**src/rtl/muldiv_unit_pkg.sv**
```systemverilog
// Shared opcodes, FSM states and opcode predicates for the iterative multiply/divide unit.
package muldiv_unit_pkg;

  typedef enum logic [2:0] {
    FN_MUL    = 3'd0,
    FN_MULH   = 3'd1,
    FN_MULHSU = 3'd2,
    FN_MULHU  = 3'd3,
    FN_DIV    = 3'd4,
    FN_DIVU   = 3'd5,
    FN_REM    = 3'd6,
    FN_REMU   = 3'd7
  } muldiv_fn_t;

  typedef enum logic [1:0] {
    IDLE = 2'd0,
    RUN  = 2'd1,
    FIX  = 2'd2,
    DONE = 2'd3
  } muldiv_state_t;

  function automatic logic is_signed_a(input muldiv_fn_t fn);
    return (fn == FN_MULH) || (fn == FN_MULHSU) || (fn == FN_DIV) || (fn == FN_REM);
  endfunction

  function automatic logic is_signed_b(input muldiv_fn_t fn);
    return (fn == FN_MULH) || (fn == FN_DIV) || (fn == FN_REM);
  endfunction

  function automatic logic is_div(input muldiv_fn_t fn);
    return (fn == FN_DIV) || (fn == FN_DIVU) || (fn == FN_REM) || (fn == FN_REMU);
  endfunction

  // High half of the accumulator: product high word, or the remainder for divides.
  function automatic logic returns_high(input muldiv_fn_t fn);
    return (fn == FN_MULH) || (fn == FN_MULHSU) || (fn == FN_MULHU) ||
           (fn == FN_REM)  || (fn == FN_REMU);
  endfunction

endpackage

```
**src/rtl/muldiv_datapath.sv**
```systemverilog
// One radix-2 iteration: shift-add multiply step or restoring-divide step on {hi, lo}.
module muldiv_datapath #(
  parameter int WIDTH = 32
) (
  input  logic [2*WIDTH-1:0] acc,
  input  logic [WIDTH-1:0]   opnd,
  input  logic               div,
  output logic [2*WIDTH-1:0] acc_next
);

  logic [WIDTH:0] sum;
  logic [WIDTH:0] trial;

  always_comb begin
    // Multiply: add multiplicand on lsb of the multiplier half, then shift right with carry.
    sum   = {1'b0, acc[2*WIDTH-1:WIDTH]} + (acc[0] ? {1'b0, opnd} : {(WIDTH+1){1'b0}});
    // Divide: shift {rem, quo} left by one and trial-subtract the divisor from the remainder.
    trial = acc[2*WIDTH-1:WIDTH-1] - {1'b0, opnd};
    if (div) begin
      if (trial[WIDTH]) acc_next = {acc[2*WIDTH-2:0], 1'b0};
      else              acc_next = {trial[WIDTH-1:0], acc[WIDTH-2:0], 1'b1};
    end else begin
      acc_next = {sum, acc[WIDTH-1:1]};
    end
  end

endmodule

```
**src/rtl/muldiv_unit.sv**
```systemverilog
// Iterative RV32M-style multiply/divide unit with valid/ready on request and result;
// fixed latency of WIDTH+1 edges from acceptance to result_valid.
module muldiv_unit
  import muldiv_unit_pkg::*;
#(
  parameter int WIDTH = 32,
  parameter int CNT_W = $clog2(WIDTH + 1)
) (
  input  logic             clk,
  input  logic             reset_n,
  input  logic             start_valid,
  output logic             start_ready,
  input  muldiv_fn_t       fn,
  input  logic [WIDTH-1:0] a,
  input  logic [WIDTH-1:0] b,
  output logic             result_valid,
  input  logic             result_ready,
  output logic [WIDTH-1:0] result
);

  localparam logic [WIDTH-1:0] MIN_VAL = {1'b1, {(WIDTH-1){1'b0}}};
  localparam logic [CNT_W-1:0] LAST    = CNT_W'(WIDTH - 1);

  muldiv_state_t      state;
  logic [CNT_W-1:0]   cnt;
  muldiv_fn_t         fn_r;
  logic [WIDTH-1:0]   a_r;
  logic [WIDTH-1:0]   opnd_r;
  logic [2*WIDTH-1:0] acc;
  logic [2*WIDTH-1:0] acc_next;
  logic               neg_r;
  logic               b_zero_r;
  logic               ovf_r;

  logic               accept;
  logic               sign_a;
  logic               sign_b;
  logic [WIDTH-1:0]   mag_a;
  logic [WIDTH-1:0]   mag_b;
  logic [2*WIDTH-1:0] prod;
  logic [WIDTH-1:0]   dsel;
  logic [WIDTH-1:0]   fix_val;

  assign start_ready = (state == IDLE) || ((state == DONE) && result_ready);
  assign accept      = start_valid && start_ready;

  always_comb begin
    sign_a = is_signed_a(fn) && a[WIDTH-1];
    sign_b = is_signed_b(fn) && b[WIDTH-1];
    mag_a  = sign_a ? -a : a;
    mag_b  = sign_b ? -b : b;
  end

  muldiv_datapath #(.WIDTH(WIDTH)) u_datapath (
    .acc      (acc),
    .opnd     (opnd_r),
    .div      (is_div(fn_r)),
    .acc_next (acc_next)
  );

  // Sign correction, half selection and the divide special cases.
  always_comb begin
    prod    = neg_r ? -acc : acc;
    dsel    = returns_high(fn_r) ? acc[2*WIDTH-1:WIDTH] : acc[WIDTH-1:0];
    fix_val = returns_high(fn_r) ? prod[2*WIDTH-1:WIDTH] : prod[WIDTH-1:0];
    if (is_div(fn_r)) begin
      fix_val = neg_r ? -dsel : dsel;
      if (b_zero_r)   fix_val = returns_high(fn_r) ? a_r : {WIDTH{1'b1}};
      else if (ovf_r) fix_val = returns_high(fn_r) ? {WIDTH{1'b0}} : MIN_VAL;
    end
  end

  always_ff @(posedge clk) begin
    if (!reset_n) begin
      state        <= IDLE;
      cnt          <= '0;
      result_valid <= 1'b0;
      result       <= '0;
    end else if (accept) begin
      state        <= RUN;
      cnt          <= '0;
      result_valid <= 1'b0;
    end else begin
      case (state)
        RUN: begin
          cnt <= cnt + CNT_W'(1);
          if (cnt == LAST) state <= FIX;
        end
        FIX: begin
          state        <= DONE;
          result_valid <= 1'b1;
          result       <= fix_val;
        end
        DONE: begin
          if (result_ready) begin
            state        <= IDLE;
            result_valid <= 1'b0;
          end
        end
        default: ;
      endcase
    end
  end

  // Operand latches and accumulator; control-free data, so no reset.
  always_ff @(posedge clk) begin
    if (accept) begin
      fn_r     <= fn;
      a_r      <= a;
      opnd_r   <= is_div(fn) ? mag_b : mag_a;
      acc      <= is_div(fn) ? {{WIDTH{1'b0}}, mag_a} : {{WIDTH{1'b0}}, mag_b};
      neg_r    <= (is_div(fn) && returns_high(fn)) ? sign_a : (sign_a ^ sign_b);
      b_zero_r <= (b == '0);
      ovf_r    <= is_div(fn) && is_signed_b(fn) && (a == MIN_VAL) && (b == {WIDTH{1'b1}});
    end else if (state == RUN) begin
      acc <= acc_next;
    end
  end

endmodule

```
**config.mk**
```make
export PLATFORM = sky130hd
export DESIGN_NAME = muldiv_unit
export DESIGN_NICKNAME = d
export VERILOG_FILES = /design/src/rtl/muldiv_unit_pkg.sv /design/src/rtl/muldiv_datapath.sv /design/src/rtl/muldiv_unit.sv
export SDC_FILE = /design/constraint.sdc
export NUM_CORES = 1
export LEC_CHECK = 0
export CAP_MARGIN = 20
export CELL_PAD_IN_SITES_DETAIL_PLACEMENT = 1
export CELL_PAD_IN_SITES_GLOBAL_PLACEMENT = 1
export CORE_MARGIN = 5
export CORE_UTILIZATION = 40
export CTS_CLUSTER_DIAMETER = 40
export DETAILED_ROUTE_END_ITERATION = 10
export HOLD_SLACK_MARGIN = 0.12
export PLACE_DENSITY = 0.76
export SLEW_MARGIN = 20
export SYNTH_ARGS = -nofsm -noshare
export SYNTH_HDL_FRONTEND = slang
export SYNTH_SLANG_ARGS = --single-unit
```
**constraint.sdc**
```tcl
create_clock -name clk -period 6.6 [get_ports clk]
set_input_delay 0.99 -clock clk [delete_from_list [all_inputs] [get_ports clk]]
set_output_delay 0.99 -clock clk [all_outputs]
set_load 0.03 [all_outputs]
```
After elaboration in Yosys (flattened, before gate mapping)
Index checks and enable logic that the tools add are counted.
Operators by class
  add/sub/neg operators: 7
  mux-type cells: 25
  bitwise logic cells: 3
  equality and inequality tests: 24
  reduce and logical (&&, ||, !) cells: 38
Operators with widths (count)
  32-bit two-way mux: 13
  64-bit two-way mux: 5
  32-bit negation: 3
  32-bit == test, second input constant: 2
  64-bit negation: 1
  32-bit by 33-bit adder with 33-bit output: 1
  33-bit by 32-bit subtractor with 33-bit output: 1
  32-bit logical NOT: 1
  3-bit == test, second input constant: 8
  1-bit logical OR: 19
  3-bit by 2-bit == test with 1-bit output, second input constant: 4
  1-bit logical AND: 8
  6-bit by 1-bit adder with 6-bit output, second input constant: 1
  3-bit by 1-bit == test with 1-bit output, second input constant: 2
  6-bit by 5-bit == test with 1-bit output, second input constant: 1
  3-bit != test, second input constant: 2
  2-bit case mux with 3 select lines: 1
  3-bit AND reduction: 2
  2-bit == test, second input constant: 2
  2-bit two-way mux: 2
  2-bit != test, second input constant: 2
  2-bit AND reduction: 2
  2-bit nonzero test: 2
  4-bit nonzero test: 1
  8 further kinds: 11
Word-level totals
  output and inout bits: 34
  bits in registers: 175
  word-level logic and storage cells: 109

Longest topological paths before layout
  depth after elaboration: 11
  depth in mapped cells: 16

By module
Synthesis repeated with hierarchy kept, for this count alone.
Unflattened totals
  cells, all modules: 2009
  area, all modules: 16711.0 um^2
By module, submodules not included
  muldiv_unit: instances 1, area each 11940.2 um^2, cells an instance 1342, sequential area each 4844.6 um^2
  muldiv_datapath: instances 1, area each 4770.8 um^2, cells an instance 667, sequential area each 0.0 um^2

Worst setup path before layout
Ideal clock, no wire load.
  kind: input -> register
  start: input result_ready
  end: register acc[0] (data pin)
  buffers on the path: 1
  arrival: 3.931 ns
  setup slack: 2.297 ns
  setup time: 0.371 ns
  cell stages on the path: 6
  cell sequence: nand2_1 -> nand2b_1 -> nand2_1 -> clkinv_1 -> clkbuf_1 -> a21oi_1
On the way
  cells in the longest elaborated chain, start to end: 4
Ends and longest elaborated chain
  start: declaration: RTL line muldiv_unit.sv:17  | input logic result_ready,
  1-bit logical AND: RTL line muldiv_unit.sv:44  | assign start_ready = (state == IDLE) || ((state == DONE) && result_ready);
  1-bit logical OR: RTL line muldiv_unit.sv:44
  net start_ready: RTL line muldiv_unit.sv:12  | output logic start_ready,
  1-bit logical AND: RTL line muldiv_unit.sv:45  | assign accept = start_valid && start_ready;
  net accept: RTL line muldiv_unit.sv:35  | logic accept;
  64-bit two-way mux: RTL line muldiv_unit.sv:107  | if (accept) begin
  end signal: assignment: RTL line muldiv_unit.sv:111  | acc <= is_div(fn) ? {{WIDTH{1'b0}}, mag_a} : {{WIDTH{1'b0}}, mag_b};
  end signal: assignment: RTL line muldiv_unit.sv:116  | acc <= acc_next;
  end: declaration: RTL line muldiv_unit.sv:29  | logic [2*WIDTH-1:0] acc;
The timed path passes the listed nets, and every way through them passes these cells.
A chain may end at the register's enable or synchronous reset.

Final worst setup path
  start: register fn_r[1]
  end: register result[31]
On the way
  cells in the longest elaborated chain, start to end: 11
  elaborated cells on any way between the ends: 23
  classes of those cells: add/sub (1); eq/ne (7); mux (8); reduce/logical (7)
Ends and longest elaborated chain
  start: declaration: RTL line muldiv_unit.sv:26  | muldiv_fn_t fn_r;
  start signal: assignment: RTL line muldiv_unit.sv:108  | fn_r <= fn;
  3-bit by 1-bit == test with 1-bit output / 3-bit by 2-bit == test with 1-bit output (equally long branches): RTL line muldiv_unit_pkg.sv:36  | return (fn == FN_MULH) || (fn == FN_MULHSU) || (fn == FN_MULHU) ||
  1-bit logical OR (3 in series): RTL line muldiv_unit_pkg.sv:36
  1-bit logical OR: RTL line muldiv_unit_pkg.sv:37  | (fn == FN_REM) || (fn == FN_REMU);
  32-bit two-way mux: RTL line muldiv_unit.sv:64  | dsel = returns_high(fn_r) ? acc[2*WIDTH-1:WIDTH] : acc[WIDTH-1:0];
  32-bit negation: RTL line muldiv_unit.sv:67  | fix_val = neg_r ? -dsel : dsel;
  32-bit two-way mux: RTL line muldiv_unit.sv:67
  32-bit two-way mux: RTL line muldiv_unit.sv:69  | else if (ovf_r) fix_val = returns_high(fn_r) ? {WIDTH{1'b0}} : MIN_VAL;
  32-bit two-way mux: RTL line muldiv_unit.sv:68  | if (b_zero_r) fix_val = returns_high(fn_r) ? a_r : {WIDTH{1'b1}};
  32-bit two-way mux (*): RTL line muldiv_unit.sv:66  | if (is_div(fn_r)) begin
  end signal: assignment: RTL line muldiv_unit.sv:92  | result <= fix_val;
  end: declaration: RTL line muldiv_unit.sv:18  | output logic [WIDTH-1:0] result
Every way passes the cells marked *; elsewhere a longest branch is shown, timed or not.

==> summary.json <==
{
  "outcome": {"value": "completed"},
  "die-height": {"value": 210, "unit": "um"},
  "core": {"value": 39700, "unit": "um2"},
  "postCtsResizedCells": {"value": 0},
  "via_per_inst": {"value": 6.30},
  "areaGrowthSynthToFinish": {"value": 12.2, "unit": "%"},
  "initial_utilization": {"value": 0.404},
  "max-vdd-ir-drop": {"value": 226, "unit": "uV"},
  "first_pass_iters": {"value": 5},
  "dominantRegCellSynth": {"value": "sky130_fd_sc_hd__edfxtp_1"},
  "cts-buffers-inserted": {"value": 17},
  "worst_setup_path_start_kind": {"value": "flop"},
  "layout.cells.most_common_list": {"value": "176 x sky130_fd_sc_hd__o21ai_0, 155 x sky130_fd_sc_hd__a21oi_1, 154 x sky130_fd_sc_hd__nor2_1"},
  "routedWlPerCell": {"value": 25.9, "unit": "um"},
  "r2r_end": {"value": "result[31]"},
  "hp-class": {"value": "flop to flop"},
  "synth_enable_flop_cells": {"value": 134},
  "first_pass_grt_wire_length": {"value": 97.0, "unit": "mm"},
  "synth.cell_area": {"value": 16000, "unit": "um2"},
  "overflow": {"value": 0},
  "gp_routability_congestion": {"value": 0.957},
  "tcrit_tclk_final": {"value": 0.805},
  "mean_instance_size_in_the_synthesized_netlist": {"value": 8.38, "unit": "um2"},
  "row_count": {"value": 73},
  "dominant_combinational_cell_family_by_area_after_synthesis": {"value": "compound AO/OA/AOI/OAI gates"},
  "worstPathArrival": {"value": 5.60, "unit": "ns"},
  "worst_setup_ep_type": {"value": "flop"},
  "cts-htree-levels": {"value": 4},
  "max_slew_violation_count": {"value": 0},
  "critical_path_class": {"value": "flop to flop"},
  "xor_xnor_portion_of_the_synthesized_cell_area": {"value": 0.109},
  "final.setup_skew": {"value": 0.0137, "unit": "ns"},
  "globalRouteMet2Util": {"value": 0.454},
  "power_per_cell_area": {"value": 438, "unit": "nW/um2"},
  "data_required_critical_path": {"value": 6.89, "unit": "ns"},
  "synth_async_sr_flop_share": {"value": 0},
  "post_synth_fa_ha_maj_area_fraction": {"value": 0.0610},
  "postCtsHoldBufs": {"value": 0},
  "gr-usage-met1": {"value": 0.386},
  "postSynthCellCount": {"value": 1916},
  "ys.warnings.count": {"value": 0},
  "post-route-util": {"value": 0.453},
  "holdWs": {"value": 0.439, "unit": "ns"},
  "reg2reg_slack": {"value": 1.28, "unit": "ns"},
  "vias": {"value": 15500},
  "worst_setup_path_startpoint": {"value": "fn_r[1]"},
  "post_synthesis_simple_gate_area_fraction": {"value": 0.166},
  "fmaxAchievable": {"value": 188, "unit": "MHz"},
  "postSynthRegisterBits": {"value": 175},
  "hpwl": {"value": 49.6, "unit": "mm"},
  "critical_path.reg2reg.startpoint": {"value": "fn_r[1]"},
  "drt.antenna.violating_nets": {"value": 0},
  "drive_gt1_frac": {"value": 0.0423},
  "globalRouteTotalUtil": {"value": 0.282},
  "grt_antenna_before_repair": {"value": 3},
  "sequential_cell_area_fraction_in_the_yosys_report": {"value": 0.302},
  "post-route-drc-count": {"value": 0},
  "finish.net_count": {"value": 2075},
  "synth_nets": {"value": 2064},
  "io-pin-count": {"value": 105},
  "dr.first_iter.drc_count": {"value": 1688},
  "tns": {"value": 0, "unit": "ns"},
  "relative_slew_slack": {"value": 0.223},
  "cap_viol_max_count": {"value": 0},
  "clkSinkCount": {"value": 175},
  "die_width": {"value": 210, "unit": "um"},
  "post_cts_buffers": {"value": 0},
  "fillCellCount": {"value": 4746},
  "grt_start_max_net_pins": {"value": 134},
  "top_usage_layer": {"value": "met2"},
  "grt_pass1_vias": {"value": 15700},
  "setup_viol_count_final": {"value": 0},
  "worst_skew_pair.late_latency": {"value": 0.46, "unit": "ns"},
  "timing.final.hold_violations": {"value": 0},
  "max_slew.worst_pin.slew": {"value": 1.16, "unit": "ns"},
  "timing.hold.worst_path_depth": {"value": 2},
  "clkTransAtPathRegs": {"value": 0.07, "unit": "ns"},
  "total_die_area": {"value": 44200, "unit": "um2"},
  "use_met3": {"value": 0.0360},
  "cts-root-buf": {"value": "sky130_fd_sc_hd__clkbuf_16"},
  "cp_max_fo": {"value": 33},
  "tritoncts": {"value": "done"},
  "mostFrequentLayoutCell": {"value": "sky130_fd_sc_hd__o21ai_0"},
  "r2r.worst_path.cells": {"value": 9},
  "cts.path.max_buffers": {"value": 2},
  "io_buffers": {"value": 104},
  "synth.area.mux_share": {"value": 0.0870},
  "synth_cell_type_count": {"value": 74},
  "final_period_minus_worst_setup_slack": {"value": 5.32, "unit": "ns"},
  "post_synthesis_compound_gate_area_fraction": {"value": 0.230},
  "cellLeakagePower": {"value": 6.71, "unit": "nW"},
  "wl": {"value": 63.9, "unit": "mm"},
  "rsz0062_at_grt": {"value": "no"},
  "critical_path.endpoint": {"value": "result[31]"}
}
power breakdown:
group	internal (mW)	switching, mW
Combinational	1.80	2.81
Clock	0.526	0.506
Sequential	1.60	0.629
Total	3.93	3.95
per-stage QoR:
step | total power, mW | instances | cell area [um2] | worst slack [ns]
after floorplan | 5.26 | 1916 | 16000 | 2.30
after CTS | 7.80 | 2464 | 18000 | 1.55
after detailed placement | 6.75 | 2433 | 17400 | 1.58
after global placement | 6.61 | 2433 | 17400 | 1.66
final | 7.88 | 2465 | 18000 | 1.28
after global routing | 8.35 | 2464 | 18000 | 1.13
cell usage after synthesis, types with 7 or more instances:
master	number	area (um2)
sky130_fd_sc_hd__a2111oi_0	8	70.1
sky130_fd_sc_hd__a211oi_1	24	180
sky130_fd_sc_hd__a21o_1	28	210
sky130_fd_sc_hd__a21oi_1	155	776
sky130_fd_sc_hd__a221oi_1	8	70.1
sky130_fd_sc_hd__a31oi_1	23	144
sky130_fd_sc_hd__a32o_1	15	150
sky130_fd_sc_hd__and2_1	13	81.3
sky130_fd_sc_hd__and3_1	14	87.6
sky130_fd_sc_hd__buf_1	16	60.1
sky130_fd_sc_hd__clkbuf_1	112	420
sky130_fd_sc_hd__dfxtp_1	41	821
sky130_fd_sc_hd__edfxtp_1	134	4020
sky130_fd_sc_hd__ha_1	75	938
sky130_fd_sc_hd__inv_1	60	225
sky130_fd_sc_hd__mux2_2	8	90.1
sky130_fd_sc_hd__mux2i_1	129	1290
sky130_fd_sc_hd__nand2_1	141	529
sky130_fd_sc_hd__nand2b_1	16	100
sky130_fd_sc_hd__nand3_1	36	180
sky130_fd_sc_hd__nand4_1	28	175
sky130_fd_sc_hd__nor2_1	156	586
sky130_fd_sc_hd__nor2b_1	12	75.1
sky130_fd_sc_hd__nor3_1	42	210
sky130_fd_sc_hd__nor3b_1	7	52.6
sky130_fd_sc_hd__nor4_1	19	119
sky130_fd_sc_hd__o211ai_1	23	173
sky130_fd_sc_hd__o21a_1	9	67.6
sky130_fd_sc_hd__o21ai_0	176	881
sky130_fd_sc_hd__o22ai_1	7	43.8
sky130_fd_sc_hd__o311ai_0	7	61.3
sky130_fd_sc_hd__o31ai_1	42	315
sky130_fd_sc_hd__o41ai_1	10	87.6
sky130_fd_sc_hd__or3_1	23	144
sky130_fd_sc_hd__or4_1	11	82.6
sky130_fd_sc_hd__xnor2_1	96	841
sky130_fd_sc_hd__xor2_1	103	902
critical path, cell delays in order (launching register included):
cell and delay [ns]:
sky130_fd_sc_hd__edfxtp_1 0.76, sky130_fd_sc_hd__inv_1 0.60, sky130_fd_sc_hd__nand2_1 0.81, sky130_fd_sc_hd__a31oi_1 0.51, sky130_fd_sc_hd__nor3_1 1.02, sky130_fd_sc_hd__a31oi_1 0.46
sky130_fd_sc_hd__xnor2_1 0.45, sky130_fd_sc_hd__nor3_1 0.10, sky130_fd_sc_hd__nor4b_1 0.33, sky130_fd_sc_hd__a2111oi_0 0.10
cell families after synthesis:
family	Yosys count
flip-flops	175
AO/OA/AOI/OAI	589
AND/OR/NAND/NOR	546
multiplexers	138
XOR/XNOR	199
buffers and inverters	192
adder cells (fa/ha/maj)	77
sequential cells by signal, summed over array words and instances (netlist names):
signal and count:
a_r 32, acc 64, b_zero_r 1, cnt 6, fn_r 3, neg_r 1
opnd_r 32, ovf_r 1, result 32, result_valid 1, state 2
worst min-delay path by stage:
| stage | from | endpoint | slack, ns |
|---|---|---|---|
| global route | result[29] | result[29] | 0.46 |
| detailed placement | result[29] | result[29] | 0.44 |
| floorplan | cnt[5] | cnt[5] | 0.48 |
| finish | result[29] | result[29] | 0.44 |
| global placement | result[29] | result[29] | 0.42 |
| CTS | result[29] | result[29] | 0.45 |
routing by layer:
metal / up-vias / share of wire
met5: - / 0.00017
met4: 2 / 0.042
met3: 117 / 0.064
met2: 625 / 0.46
met1: 7646 / 0.43
li1: 7147 / -
final cells by class:
| cell class | count | area (um2) | share of cell area |
|---|---|---|---|
| Antenna cell | 1 | 2.50 | 0.000139 |
| Multi-Input combinational cell | 1549 | 10500 | 0.584 |
| Timing Repair Buffer | 123 | 1190 | 0.0663 |
| Tap cell | 525 | 657 | 0.0365 |
| Clock inverter | 14 | 133 | 0.00737 |
| Clock buffer | 17 | 425 | 0.0236 |
| Sequential cell | 175 | 4840 | 0.269 |
| Inverter | 61 | 230 | 0.0128 |
No activity file was read; power rests on OpenSTA's default activity.
